==> src/rtl/fetch_redirect_unit.sv <==
// Fetch stage: owns the PC, fetches over a req/ack handshake, fills IF/ID (PR1) and applies branch redirects/flushes.
// Optional FETCH_NOP_ON_FLUSH_EN: a flush also zeroes PR1 data fields (NOP, PC+1 = 0).
module fetch_redirect_unit #(
    parameter int PC_W    = 12,
    parameter int INSTR_W = 19,
    parameter int OFF_W   = 8
) (
    input  logic               clk,
    input  logic               rst_n,
    output logic               imem_req,
    output logic [PC_W-1:0]    imem_addr,
    input  logic               imem_ack,
    input  logic [INSTR_W-1:0] imem_rdata,
    input  logic               stall_in,
    input  logic               sel_PC_src_offset,
    input  logic [PC_W-1:0]    redirect_base,
    input  logic [OFF_W-1:0]   redirect_offset,
    input  logic               flush_PR1,
    output logic [INSTR_W-1:0] pr1_instr,
    output logic [PC_W-1:0]    pr1_pc_plus1,
    output logic               pr1_valid
);

    typedef enum logic [1:0] {S_IDLE, S_REQ, S_HOLD, S_DISCARD} state_e;

    state_e             state_q, state_d;
    logic [PC_W-1:0]    pc_q, pc_d;
    logic [PC_W-1:0]    req_addr_q, req_addr_d;
    logic [INSTR_W-1:0] hold_instr_q, hold_instr_d;
    logic [PC_W-1:0]    hold_pc1_q, hold_pc1_d;
    logic [INSTR_W-1:0] pr1_instr_q, pr1_instr_d;
    logic [PC_W-1:0]    pr1_pc1_q, pr1_pc1_d;
    logic               pr1_valid_q, pr1_valid_d;
    logic               imem_req_q, imem_req_d;

    logic [PC_W-1:0]    target;
    logic [PC_W-1:0]    next_addr;
    logic               pr1_load;
    logic [INSTR_W-1:0] load_instr;
    logic [PC_W-1:0]    load_pc1;

    always_comb begin
        // NOTE: every signal gets a default before the case so no path leaves it unassigned (no latches).
        target     = redirect_base + {{(PC_W-OFF_W){redirect_offset[OFF_W-1]}}, redirect_offset};
        next_addr  = req_addr_q + PC_W'(1);
        state_d    = state_q;
        pc_d       = pc_q;
        req_addr_d = req_addr_q;
        hold_instr_d = hold_instr_q;
        hold_pc1_d = hold_pc1_q;
        pr1_load   = 1'b0;
        load_instr = imem_rdata;
        load_pc1   = next_addr;

        unique case (state_q)
            S_IDLE: begin
                state_d    = S_REQ;
                pc_d       = sel_PC_src_offset ? target : pc_q;
                req_addr_d = sel_PC_src_offset ? target : pc_q;
            end
            S_REQ: begin
                if (sel_PC_src_offset) begin
                    pc_d = target;
                    if (imem_ack) req_addr_d = target;
                    else          state_d    = S_DISCARD;
                end else if (imem_ack) begin
                    // pc moves past the fetched word even when stalled so HOLD exit resumes at the next one.
                    pc_d = next_addr;
                    if (stall_in) begin
                        hold_instr_d = imem_rdata;
                        hold_pc1_d   = next_addr;
                        state_d      = S_HOLD;
                    end else begin
                        pr1_load   = 1'b1;
                        req_addr_d = next_addr;
                    end
                end
            end
            S_HOLD: begin
                if (sel_PC_src_offset) begin
                    pc_d       = target;
                    req_addr_d = target;
                    state_d    = S_REQ;
                end else if (!stall_in) begin
                    pr1_load   = 1'b1;
                    load_instr = hold_instr_q;
                    load_pc1   = hold_pc1_q;
                    req_addr_d = pc_q;
                    state_d    = S_REQ;
                end
            end
            S_DISCARD: begin
                if (sel_PC_src_offset) pc_d = target;
                if (imem_ack) begin
                    req_addr_d = sel_PC_src_offset ? target : pc_q;
                    state_d    = S_REQ;
                end
            end
            default: state_d = S_IDLE;
        endcase

        pr1_instr_d = pr1_instr_q;
        pr1_pc1_d   = pr1_pc1_q;
        pr1_valid_d = pr1_valid_q;
        if (flush_PR1) begin
            pr1_valid_d = 1'b0;
`ifdef FETCH_NOP_ON_FLUSH_EN
            pr1_instr_d = '0;
            pr1_pc1_d   = '0;
`else
            pr1_instr_d = pr1_instr_q;
            pr1_pc1_d   = pr1_pc1_q;
`endif
        end else if (pr1_load) begin
            pr1_instr_d = load_instr;
            pr1_pc1_d   = load_pc1;
            pr1_valid_d = 1'b1;
        end else if (!stall_in) begin
            // Decode consumes PR1 every unstalled cycle; with nothing new it becomes a bubble.
            pr1_valid_d = 1'b0;
        end

        imem_req_d = (state_d == S_REQ) || (state_d == S_DISCARD);
    end

    // NOTE: state updates use non-blocking assignments so all flops sample the same pre-edge values.
    always_ff @(posedge clk or negedge rst_n) begin
        if (!rst_n) begin
            state_q      <= S_IDLE;
            pc_q         <= '0;
            req_addr_q   <= '0;
            hold_instr_q <= '0;
            hold_pc1_q   <= '0;
            pr1_instr_q  <= '0;
            pr1_pc1_q    <= '0;
            pr1_valid_q  <= 1'b0;
            imem_req_q   <= 1'b0;
        end else begin
            state_q      <= state_d;
            pc_q         <= pc_d;
            req_addr_q   <= req_addr_d;
            hold_instr_q <= hold_instr_d;
            hold_pc1_q   <= hold_pc1_d;
            pr1_instr_q  <= pr1_instr_d;
            pr1_pc1_q    <= pr1_pc1_d;
            pr1_valid_q  <= pr1_valid_d;
            imem_req_q   <= imem_req_d;
        end
    end

    assign imem_req     = imem_req_q;
    assign imem_addr    = req_addr_q;
    assign pr1_instr    = pr1_instr_q;
    assign pr1_pc_plus1 = pr1_pc1_q;
    assign pr1_valid    = pr1_valid_q;

endmodule

==> config.mk <==
export PLATFORM = sky130hd
export DESIGN_NAME = fetch_redirect_unit
export DESIGN_NICKNAME = d
export VERILOG_FILES = /design/src/rtl/fetch_redirect_unit.sv
export SDC_FILE = /design/constraint.sdc
export NUM_CORES = 1
export LEC_CHECK = 0
export CORE_MARGIN = 5
export CORE_UTILIZATION = 56
export CTS_CLUSTER_SIZE = 8
export DETAILED_ROUTE_END_ITERATION = 6
export PLACE_DENSITY = 0.95
export SYNTH_ARGS = -nofsm -noshare
export SYNTH_HDL_FRONTEND = slang
export SYNTH_SLANG_ARGS = --single-unit
==> constraint.sdc <==
create_clock -name clk -period 3.73 [get_ports clk]
set_clock_uncertainty 0.1 [all_clocks]
set_input_delay 0.373 -clock clk [delete_from_list [all_inputs] [get_ports clk]]
set_output_delay 0.373 -clock clk [all_outputs]
set_load 0.05 [all_outputs]
=== Word-level counts from Yosys, hierarchy flattened ===
Index checks and enable logic that the tools add are counted.
Widths: inputs -> output; s select.

* Logic and storage cells: 64
* Bits in registers: 90
* Input port bits: 45
* Output and inout bits: 45

* Multiplexer cells: 34
* Equal/unequal tests: 11
* Bitwise logic cells: 2
* Reduce and logical (&&, ||, !) cells: 6
* $add $sub $neg: 2

{| class="wikitable"
|+ Operator list
! operator !! count
|-
| $mux 12 || 13
|-
| $mux 19 || 3
|-
| $pmux 12 s4 || 1
|-
| $pmux 12 s2 || 1
|-
| $mux 2 || 7
|-
| $add 12x1->12 const B || 1
|-
| $add 12x12->12 || 1
|-
| $ne 3x3->1 const B || 3
|-
| $pmux 2 s4 || 1
|-
| $mux 1 || 7
|-
| $eq 2x2->1 const B || 3
|-
| $eq 2x1->1 const B || 2
|-
| $ne 2x2->1 const B || 2
|-
| $reduce_and 4->1 || 1
|-
| $ne 3x1->1 const B || 1
|-
| $reduce_and 3->1 || 1
|-
| $reduce_or 3->1 || 1
|-
| $logic_not 2->1 || 1
|-
| $not 1->1 || 2
|-
| $pmux 1 s2 || 1
|-
| $reduce_and 2->1 || 1
|-
| $logic_or 1x1->1 || 1
|}

=== Logic depth before layout (Yosys ltp) ===
* Word-level depth: 6
* Gate-level depth with buffers: 9
* Gate-level depth less buffers: 9

=== Least setup slack after synthesis ===
No wires, ideal clock.

* Path type: flip-flop to flip-flop
* Start point: reg req_addr_q[0], in the netlist imem_addr[0]
* End point: reg pc_q[8]
* Setup slack: 1.363 ns
* Data required time: 3.505 ns
* Setup time: 0.125 ns
* Arrival time: 2.143 ns
* Stages on the path, launching flop included: 8
* Clock period less this slack: 2.367 ns
* Buffers on the path: 0
* Cells stage by stage: dfrtp_1 ha_1 nand3_1 nor3_1 xnor2_1 a21oi_1 mux2_2 mux2_2

* Longest elaborated chain between the ends: 4

{| class="wikitable"
|+ Ends and longest elaborated chain
! item !! line !! source
|-
| start: declaration || 28 || <nowiki>logic [PC_W-1:0] req_addr_q, req_addr_d;</nowiki>
|-
| start signal: assignment || 141 || <nowiki>req_addr_q <= req_addr_d;</nowiki>
|-
| $add 12x1->12 || 45 || <nowiki>next_addr = req_addr_q + PC_W'(1);</nowiki>
|-
| $mux 12 || 66 || <nowiki>end else if (imem_ack) begin</nowiki>
|-
| $mux 12 || 62 || <nowiki>if (sel_PC_src_offset) begin</nowiki>
|-
| $pmux 12 s2 || 55 || <nowiki>unique case (state_q)</nowiki>
|-
| end signal: assignment || 140 || <nowiki>pc_q <= pc_d;</nowiki>
|-
| end: declaration || 27 || <nowiki>logic [PC_W-1:0] pc_q, pc_d;</nowiki>
|}

No other way between the ends. The select of a mux whose other input is x is not followed.
A chain may end at the register's enable or synchronous reset.

=== Worst setup path in the final report ===
* Start point: in redirect_base[0]
* End point: reg pc_q[8]

* Longest elaborated chain between the ends: 3
* Elaborated cells on any way between the ends: 4
* Those cells by class: add/sub (1); mux (3)

{| class="wikitable"
|+ Ends and longest elaborated chain
! item !! line !! source
|-
| start: declaration || 16 || <nowiki>input logic [PC_W-1:0] redirect_base,</nowiki>
|-
| $add 12x12->12 * || 44 || <nowiki>target = redirect_base + {{(PC_W-OFF_W){redirect_offset[OFF_W-1]}}, redirect_offset};</nowiki>
|-
| $mux 12, on equally long branches || n/a ||
|-
| $pmux 12 s2 * || 55 ||
|}

Every way passes the cells marked *; elsewhere a longest branch is shown, timed or not.

==> summary.txt <==
TritonCTS Buffers: 9
Critical Path RT: 3900 ps
Vias in the first global route: 4014
I/O pins: 90
Ys flop type: dfrtp_1
Via count: 3984
Layout cells sized above 1: 9.74%
Final Wtd Congestion: 0.892
RSZ-0062 raised after global routing: no
Top-count cell post-synth: dfrtp_1
Iter 0 DRT Violations: 241
Ranking of synthesized cells by area: dfrtp_1 (48%), o21ai_0 (6.7%), mux2_2 (6.2%)
Hold Path Class: in2async
Largest net degree at the start of global routing: 91
Starting Density: 57.4%
Clock transition at path regs: 90 ps
Final worst path period share: 69.3%
Synth top area share: 48.0%
Cell variety after synth: 45
Area of the multi-input gates: 2300 sq um
CTS Root Cell: clkbuf_8
Global-route wire length before repair: 19000 um
Cell type with the largest total area after synthesis: dfrtp_1
Mapped Nets: 552
Port bufs: 89
Setup bufs post-CTS: 0
Crit start category: primary input
Max-Slew Margin vs Limit: 25.7%
Drt pass-1 iters: 5
Total congestion overflow: 0
CTS H-tree depth: 3
Final cell utilization of the core: 71.8%
Largest family of logic cells by synthesized area: compound AO/OA/AOI/OAI gates
Synthesis warning total: 0
Detail Placement HPWL: 7950 um
Final setup vio count: 0
DRC Markers: 0
Leak: 2.48 nW
Core area: 8180 sq um
DIE AREA: 10300 sq um
Register area share after synthesis: 48.0%
Critical Path AT: 2750 ps
Worst-margin pin slew: 1110 ps
Pwr Total: 0.00507 W
Max-Cap Viols: 0
Outcome: finished clean
Fin. max-slew vios: 0
Die X: 102 um
Critical path origin: redirect_base[0]
Post-route setup TNS: 0 ps
Synth Area in Compound Gates: 16.6%
Post-synth EDFFs: 0
Synth Area in Adders: 4.96%
Hold Vio Cnt, Final: 0
Post-Syn Area per Cell: 9.60 sq um
Worst VDD drop: 0.302 mV
Critical path class: in2reg
Hold WS: 103 ps
Cell Rows: 33
Post-synthesis mux area share: 10.7%
Worst Setup EP: pc_q[8]
Cell Area, Synth: 4690 sq um
Initial antenna violation count: 0
Simple-Gate Fraction of Synth Area: 13.3%
RR Startpoint: imem_addr[0]
FFs w/ async S/R, synth: 100%
Antenna diodes: 0
R2R setup slack: 1370 ps
# clock sinks: 90
Area Growth Syn to Fin: 25.1%
TritonCTS clock tree: done
Resize count post-CTS: 0
Fill cells: 559
Post-Syn Instances: 489
Register area: 2250 sq um
Die Height: 102 um
Post-CTS Hold Fix Bufs: 0
Clock Latency Late Sink: 370 ps
Reg2reg end: pc_q[8]
NumNets Final: 633
Xor/xnor share of the synthesized area: 3.17%
Vias/cell: 5.86
Final ANT Viol Nets: 0
WL final: 11600 um
Most instantiated cells after synthesis: dfrtp_1 (90), nand2_1 (73), o21ai_0 (63)
Max Clock Freq: 0.387 GHz
Flops & latches, synth: 90
Average wire per standard cell: 17.0 um
Minimum clock period: 2590 ps
Critical path endpoint category: register
Max Buffers Root-to-Sink: 2
CP max FO: 3
GRT Resource Usage Total: 23.2%
Worst r2r path cells: 7
PD cells: 864 nW/um^2
## worst max-delay path, stage by stage
cell and delay [ps]:
clkdlybuf4s50_1 460, ha_1 210, inv_1 70, fa_1 390, nand2b_1 190, a21oi_1 280
o21ai_2 130, xnor2_1 130, mux2_2 260, mux2_2 260
## layout make-up
cell class	instances	share of cell area, %
clock buffers	10	2.17
clock inverters	6	1.15
inverters	15	0.959
multi-input cells	359	39.2
flip-flops and latches	90	38.4
well taps	105	2.24
repair buffers	95	15.9
## cell usage in the layout, fill, tap and decap left out, types with 3 or more instances in the layout
master           count
xnor2_1             15
clkdlybuf4s50_1     88
nor2_1              40
dfrtp_1             90
nand2b_1             4
buf_4                7
nor3_1               7
a2111oi_0            4
o21ai_0             63
o211ai_1             3
mux2_2              26
a21oi_1             34
a31oi_1              3
nand3_1              8
nand2_1             73
ha_1                17
mux2i_1             21
a211oi_1             8
clkbuf_8             9
inv_1               15
## flip-flops by register name (all words and copies together) (netlist names)
| signal | flops |
|---|---|
| hold_instr_q | 19 |
| hold_pc1_q | 12 |
| imem_addr | 12 |
| imem_req | 1 |
| pc_q | 12 |
| pr1_instr | 19 |
| pr1_pc_plus1 | 12 |
| pr1_valid | 1 |
| state_q | 2 |
## through the flow
| step | std cells | area [sq um] | setup WS, ps |
|---|---|---|---|
| 2_1_floorplan | 489 | 4690 | 1360 |
| 5_1_grt | 680 | 5870 | 1060 |
| 6_report | 680 | 5870 | 1140 |
| 3_3_place_gp | 664 | 5680 | 852 |
| 3_5_place_dp | 664 | 5680 | 752 |
| 4_1_cts | 680 | 5870 | 1160 |
## how the worst min path moves through the flow
stage	from	to	slack [ps]	cells past startpoint
2_1_floorplan	rst_n	hold_instr_q[0]	-20	0
3_3_place_gp	pc_q[1]	pc_q[1]	350	2
3_5_place_dp	hold_pc1_q[2]	hold_pc1_q[2]	370	2
4_1_cts	rst_n	pr1_instr[15]	150	1
5_1_grt	rst_n	hold_instr_q[16]	200	1
6_report	rst_n	hold_instr_q[16]	100	1
## cells by family (layout without fill, tap and decap cells)
| kind of cell | Yosys count | after routing |
|---|---|---|
| compound gates | 133 | 133 |
| simple gates | 144 | 144 |
| fa+ha+maj | 18 | 18 |
| mux | 47 | 47 |
| buf+inv | 40 | 126 |
| xor+xnor | 17 | 17 |
| flops | 90 | 90 |
## metal layers
metal / share of wire (%) / track usage, % / vias to the layer above / wire (um)
li1: - / - / 1878 / -
met1: 40 / 28.6 / 1919 / 4620
met2: 51 / 40.3 / 164 / 5890
met3: 7.2 / 4.61 / 23 / 836
met4: 1.9 / 8.90 / 0 / 223
met5: 0 / 0 / - / 0
## where the power goes
| group | switching, W | leakage (nW) | internal, W |
|---|---|---|---|
| Clock | 0.000356 | 0.0925 | 0.000311 |
| Combinational | 0.00168 | 1.28 | 0.000947 |
| Sequential | 0.000336 | 1.11 | 0.00144 |
| Total | 0.00237 | 2.48 | 0.00270 |
No activity file was read; power rests on OpenSTA's default activity.
